[config.mk]
export PLATFORM = sky130hd
export DESIGN_NAME = pipeline_mem_ctrl
export DESIGN_NICKNAME = d
export VERILOG_FILES = /design/src/rtl/pipeline_mem_ctrl_pkg.sv /design/src/rtl/pipeline_mem_ctrl_luh.sv /design/src/rtl/pipeline_mem_ctrl.sv
export SDC_FILE = /design/constraint.sdc
export NUM_CORES = 1
export LEC_CHECK = 0
export BUFFER_PORTS_ARGS = -buffer_cell sky130_fd_sc_hd__buf_2
export CAP_MARGIN = 10
export CELL_PAD_IN_SITES_DETAIL_PLACEMENT = 1
export CELL_PAD_IN_SITES_GLOBAL_PLACEMENT = 1
export CORE_UTILIZATION = 36
export DETAILED_ROUTE_END_ITERATION = 12
export HOLD_SLACK_MARGIN = 0.05
export PLACE_DENSITY_LB_ADDON = 0.1
export SLEW_MARGIN = 40
export SYNTH_ARGS = -nofsm -noshare
export SYNTH_HDL_FRONTEND = slang
export SYNTH_SLANG_ARGS = --single-unit
export TNS_END_PERCENT = 10
[constraint.sdc]
create_clock -name clk -period 3.85 [get_ports clk]
set_clock_uncertainty 0.1 [all_clocks]
set_input_delay 0.77 -clock clk [delete_from_list [all_inputs] [get_ports clk]]
set_output_delay 0.77 -clock clk [all_outputs]
set_load 0.01 [all_outputs]
[src/rtl/pipeline_mem_ctrl_pkg.sv]
// rtl/pipeline_mem_ctrl_pkg.sv - shared encodings and control-word type for the pipeline memory controller
package pipeline_mem_ctrl_pkg;

    typedef enum logic [1:0] {
        ST_RUN  = 2'd0,
        ST_DATA = 2'd1
    } state_t;

    localparam logic MEM_SEL_IF  = 1'b0;
    localparam logic MEM_SEL_MEM = 1'b1;

    typedef struct packed {
        logic mem_sel;
        logic pc_en;
        logic ifid_en;
        logic ifid_flush;
        logic idex_en;
        logic idex_flush;
        logic exmem_en;
        logic memwb_bubble;
    } ctrl_t;

    localparam ctrl_t CTRL_RUN = '{
        mem_sel: MEM_SEL_IF, pc_en: 1'b1, ifid_en: 1'b1, ifid_flush: 1'b0,
        idex_en: 1'b1, idex_flush: 1'b0, exmem_en: 1'b1, memwb_bubble: 1'b0
    };

    localparam ctrl_t CTRL_RESET = '{
        mem_sel: MEM_SEL_IF, pc_en: 1'b0, ifid_en: 1'b0, ifid_flush: 1'b1,
        idex_en: 1'b0, idex_flush: 1'b1, exmem_en: 1'b0, memwb_bubble: 1'b1
    };

    // Whole pipeline holds while the data access is outstanding.
    localparam ctrl_t CTRL_FREEZE = '{
        mem_sel: MEM_SEL_MEM, pc_en: 1'b0, ifid_en: 1'b0, ifid_flush: 1'b0,
        idex_en: 1'b0, idex_flush: 1'b0, exmem_en: 1'b0, memwb_bubble: 1'b1
    };

endpackage

[src/rtl/pipeline_mem_ctrl_luh.sv]
// rtl/pipeline_mem_ctrl_luh.sv - combinational load-use hazard detection between ID and EX
module load_use_detect (
    input  logic [4:0] id_rs1,
    input  logic [4:0] id_rs2,
    input  logic [4:0] ex_rd,
    input  logic       ex_memread,
    output logic       luh
);

    assign luh = ex_memread && (ex_rd != 5'd0) && ((id_rs1 == ex_rd) || (id_rs2 == ex_rd));

endmodule

[src/rtl/pipeline_mem_ctrl.sv]
// rtl/pipeline_mem_ctrl.sv - stall/flush sequencer sharing one memory port between fetch and data access
module pipeline_mem_ctrl
    import pipeline_mem_ctrl_pkg::*;
#(
    parameter int TIMEOUT = 64,
    parameter int CNT_W   = 32
) (
    input  logic             clk,
    input  logic             rst,
    input  logic [4:0]       id_rs1,
    input  logic [4:0]       id_rs2,
    input  logic [4:0]       ex_rd,
    input  logic             ex_memread,
    input  logic             ex_branch_taken,
    input  logic             mem_access,
    input  logic             mem_ready,
    output logic             mem_sel,
    output logic             pc_en,
    output logic             ifid_en,
    output logic             ifid_flush,
    output logic             idex_en,
    output logic             idex_flush,
    output logic             exmem_en,
    output logic             memwb_bubble,
    output logic [1:0]       state,
    output logic [CNT_W-1:0] stall_cnt,
    output logic             err
);

    localparam int TO_W = $clog2(TIMEOUT + 1);

    state_t          state_q;
    state_t          state_d;
    ctrl_t           ctrl;
    logic            luh;
    logic [TO_W-1:0] to_cnt;

    load_use_detect u_luh (
        .id_rs1     (id_rs1),
        .id_rs2     (id_rs2),
        .ex_rd      (ex_rd),
        .ex_memread (ex_memread),
        .luh        (luh)
    );

    always_comb begin
        ctrl    = CTRL_RUN;
        state_d = state_q;
        if (rst) begin
            ctrl    = CTRL_RESET;
            state_d = ST_RUN;
        end else begin
            case (state_q)
                ST_DATA: begin
                    if (!mem_ready) begin
                        ctrl = CTRL_FREEZE;
                    end else begin
                        ctrl.mem_sel    = MEM_SEL_MEM;
                        ctrl.pc_en      = 1'b0;
                        ctrl.ifid_flush = 1'b1;
                        state_d         = ST_RUN;
                    end
                end
                default: begin
                    if (mem_access) begin
                        if (!mem_ready) begin
                            ctrl    = CTRL_FREEZE;
                            state_d = ST_DATA;
                        end else begin
                            // Data access wins the port; the fetch slot is lost unless a branch redirects.
                            ctrl.mem_sel    = MEM_SEL_MEM;
                            ctrl.pc_en      = ex_branch_taken;
                            ctrl.ifid_flush = 1'b1;
                            ctrl.idex_flush = ex_branch_taken;
                        end
                    end else if (ex_branch_taken) begin
                        ctrl.ifid_flush = 1'b1;
                        ctrl.idex_flush = 1'b1;
                    end else if (luh) begin
                        ctrl.pc_en      = 1'b0;
                        ctrl.ifid_en    = 1'b0;
                        ctrl.idex_flush = 1'b1;
                    end else if (!mem_ready) begin
                        ctrl.pc_en      = 1'b0;
                        ctrl.ifid_flush = 1'b1;
                    end
                end
            endcase
        end
    end

    always_ff @(posedge clk) begin
        if (rst) begin
            state_q   <= ST_RUN;
            to_cnt    <= '0;
            err       <= 1'b0;
            stall_cnt <= '0;
        end else begin
            state_q <= state_d;
            if (mem_ready) begin
                to_cnt <= '0;
            end else begin
                if (to_cnt != TO_W'(TIMEOUT)) begin
                    to_cnt <= to_cnt + 1'b1;
                end
                if (to_cnt == TO_W'(TIMEOUT - 1)) begin
                    err <= 1'b1;
                end
            end
            if (!ctrl.pc_en && (stall_cnt != '1)) begin
                stall_cnt <= stall_cnt + 1'b1;
            end
        end
    end

    assign mem_sel      = ctrl.mem_sel;
    assign pc_en        = ctrl.pc_en;
    assign ifid_en      = ctrl.ifid_en;
    assign ifid_flush   = ctrl.ifid_flush;
    assign idex_en      = ctrl.idex_en;
    assign idex_flush   = ctrl.idex_flush;
    assign exmem_en     = ctrl.exmem_en;
    assign memwb_bubble = ctrl.memwb_bubble;
    assign state        = state_q;

endmodule
==> flow_metrics.py <==
metrics = {
    "final_layout": {
        "drive_gt1_share_pct": 25.9,
        "area_delta_synth_final_pct": 18.1,
        "fin_util_pct": 44.6,
        "diodes": 0,
        "nets": 379,
        "fillers": 811,
    },
    "critical_path": {
        "cp_data_arrival_time_ps": 2150,
        "r2r-end": "stall_cnt[7]",
        "cpMaxStageDelayCell": "a21oi_2",
        "crit_path_max_fanout": 14,
        "crit_type": "primary input to output port",
        "cp_common_cell": "buf_2",
        "required_ps": 2980,
        "crit-reg2reg-launch": "stall_cnt[15]",
        "crit_chain": "buf_2, nor4_1, a211oi_1, a21oi_2, buf_2",
        "critPathLaunchType": "primary input",
        "r2r_cells": 6,
        "rrSetupSlack_ps": 1030,
        "cp-end-kind": "output port",
        "max_stage_delay_ps": 470,
    },
    "pwr": {
        "p_leak_nw": 1.10,
        "vdd_drop_max_v": 0.000154,
        "power.density_mw_per_mm2": 288,
    },
    "die": {
        "start_util_pct": 37.8,
        "die_w_um": 84.1,
        "die_area_mm2": 0.00708,
        "rows": 29,
        "core_area_mm2": 0.00642,
        "io_pins": 64,
        "die_y_um": 84.1,
    },
    "detailed_routing": {
        "drt-pass1-iter-count": 8,
        "vias": 2450,
        "viasPerCell": 5.67,
        "postRouteWirelength_mm": 6.48,
        "drtAntennaViolNets": 0,
        "wl_per_cell_um": 15.0,
        "drt_iter0_drc": 137,
        "drc": 8,
    },
    "synthesis": {
        "syn_area_mm2": 0.00243,
        "synthSimpleGateAreaFrac_pct": 32.7,
        "synth_xor_area_share_pct": 5.77,
        "synth_edf_count": 0,
        "synth-seq-area-share_pct": 33.8,
        "synth-adder-area-share_pct": 1.96,
        "synth_top_family_by_area": "simple AND/OR/NAND/NOR gates",
        "syn-instance-count": 298,
        "synth_nets": 322,
        "synth.avg_cell_area_um2": 8.15,
        "synth_cell_types": 51,
        "synth_flop_cell": "dfxtp_1",
        "yosysWarnings": 0,
        "synthArstFlopShare_pct": 0,
        "synthMuxAreaShare_pct": 3.56,
        "ys_seq_elements": 41,
        "synth-compound-area-share_pct": 17.1,
    },
    "clock_network": {
        "clockRootBuffer": "clkbuf_8",
        "hold_buffers": 0,
        "cts_tree": "yes",
        "post_cts_buffers": 0,
        "path_clk_slew_ps": 80,
        "htreeDepth": 2,
        "clkLatencyLatePin_ps": 290,
        "cts_buffers": 5,
        "cts.sinks": 41,
        "cts_buffer_depth": 2,
        "post_cts.resized_instances": 0,
    },
    "grt": {
        "gr-total-overflow": 0,
        "grt_max_degree": 49,
        "use_met1_pct": 24.3,
        "grt_util_met2_pct": 32.4,
        "grt_pass1_wl_mm": 11.1,
        "grtUsageMet3_pct": 4.35,
        "grt_antenna_before_repair": 0,
        "grt.busiest_layer": "met2",
        "grt_pass1_vias": 2410,
        "track_usage_pct": 19.0,
    },
    "timing": {
        "max_slew_margin_pct": 56.4,
        "finalHoldViolations": 0,
        "maxSlewViolCount": 0,
        "grt_setup_unrepaired": "false",
        "max_freq_ghz": 0.331,
        "period_needed_ps": 3020,
        "fin_crit_sh_pct": 78.6,
        "setup_viol": 0,
        "worstMarginPinSlew_ps": 654,
        "setup_tns_ps": 0,
    },
    "placed_design": {
        "gp_congestion": 0.728,
        "port_buffers": 62,
        "dp.final_hpwl_mm": 4.74,
    },
    "worst_hold_path": {
        "min_to": "err",
        "hp-start": "err",
        "holdPathStages": 2,
        "hp-class": "flop to flop",
    },
    "run_status": {
        "outcome": "finished, violations left",
        "violations": "DRC",
    },
    "job": {
        "maxCapViolations": 0,
    },
}
per-stage QoR:
stage / total power [mW] / hold WS, ps / cell area, um2 / setup slack, ps / instances
2_1_floorplan: 0.513 / 394 / 2430 / 993 / 298
4_1_cts: 0.840 / 394 / 2870 / 804 / 432
3_5_place_dp: 0.546 / 375 / 2780 / 810 / 425
5_1_grt: 0.869 / 418 / 2870 / 668 / 432
6_report: 0.827 / 381 / 2870 / 825 / 432
3_3_place_gp: 0.544 / 362 / 2780 / 831 / 425
synth_stat cells (2+ instances only):
cell type   n  share of area, %
nor3_1     10               2.1
mux2_4      5               3.1
nand2_1    22               3.4
o41ai_1     3               1.1
or3_1       8               2.1
o31ai_1    13               4.0
and4_1      3               1.1
nand3_1    19               3.9
ha_1        3               1.5
or4_1      15               4.6
nor4_1      6               1.5
xnor2_1    13               4.7
buf_6       2              0.93
o21ai_0     8               1.6
dfxtp_1    41                34
xor2_1      3               1.1
buf_4       2              0.62
or4b_2      2              0.82
buf_2       2              0.41
nor2b_1     7               1.8
nor2_1     23               3.6
and3_1      4               1.0
clkbuf_1    8               1.2
nand4_1    10               2.6
a21oi_1    29               6.0
inv_1      10               1.5
nand4_2     2               1.0
o21ai_1     2              0.41
power breakdown:
group          internal (mW)  switching (mW)
combinational         0.0393          0.0605
clock                  0.143           0.149
sequential             0.428         0.00744
layout by cell type, fill, tap and decap left out, drive strengths merged, types with 2 or more instances in the layout:
cell and count:
or3 9, inv 10, nor2 24, nor2b 7, xnor2 13, o41ai 3, buf 65, dfxtp 41
o22ai 2, xor2 3, nand2 22, nor3 10, clkbuf 7, a21oi 29, and4 3, mux2 6
nand4 12, and3 4, or4 16, nand3 20, nor4 6, o31ai 13, ha 3, o21ai 10
or4b 2
worst max path at each step:
stage                  start  endpoint  slack (ps)  cells past startpoint
CTS                 ex_rd[0]     pc_en         800                      5
detailed placement  ex_rd[0]     pc_en         810                      5
global route        ex_rd[0]     pc_en         670                      5
finish              ex_rd[0]     pc_en         830                      5
floorplan           ex_rd[0]     pc_en         990                      5
global placement    ex_rd[0]     pc_en         830                      5
worst max-delay path: cells and delay by family:
| kind | cells | cell delay, ps |
|---|---|---|
| AND/OR/NAND/NOR | 1 | 380 |
| AO/OA/AOI/OAI | 2 | 630 |
| buffers and inverters | 2 | 360 |
sequential cells by signal, summed over array words and instances (netlist names):
signal	flops
state	1
err	1
to_cnt	7
stall_cnt	32
kinds of logic after synthesis:
logic type	count (synthesis)
other cells	1
xor+xnor	16
mux	6
buf+inv	25
compound gates	65
simple gates	140
fa+ha+maj	4
flops	41
metal layers:
layer	wire length [um]	share of wire, %	vias up
met3	279	4.3	5
met2	3070	47	50
met4	51	0.79	0
li1	-	-	1222
met5	0	0	-
met1	3080	48	1173
final cells by class:
type | count | area (um2) | share of cell area, %
multi-input cells | 232 | 1490 | 52.1
well taps | 77 | 96.3 | 3.36
clock buffers | 7 | 86.3 | 3.01
inverters | 10 | 37.5 | 1.31
repair buffers | 65 | 333 | 11.6
flip-flops and latches | 41 | 821 | 28.6
(Power assumes the default switching activity.)
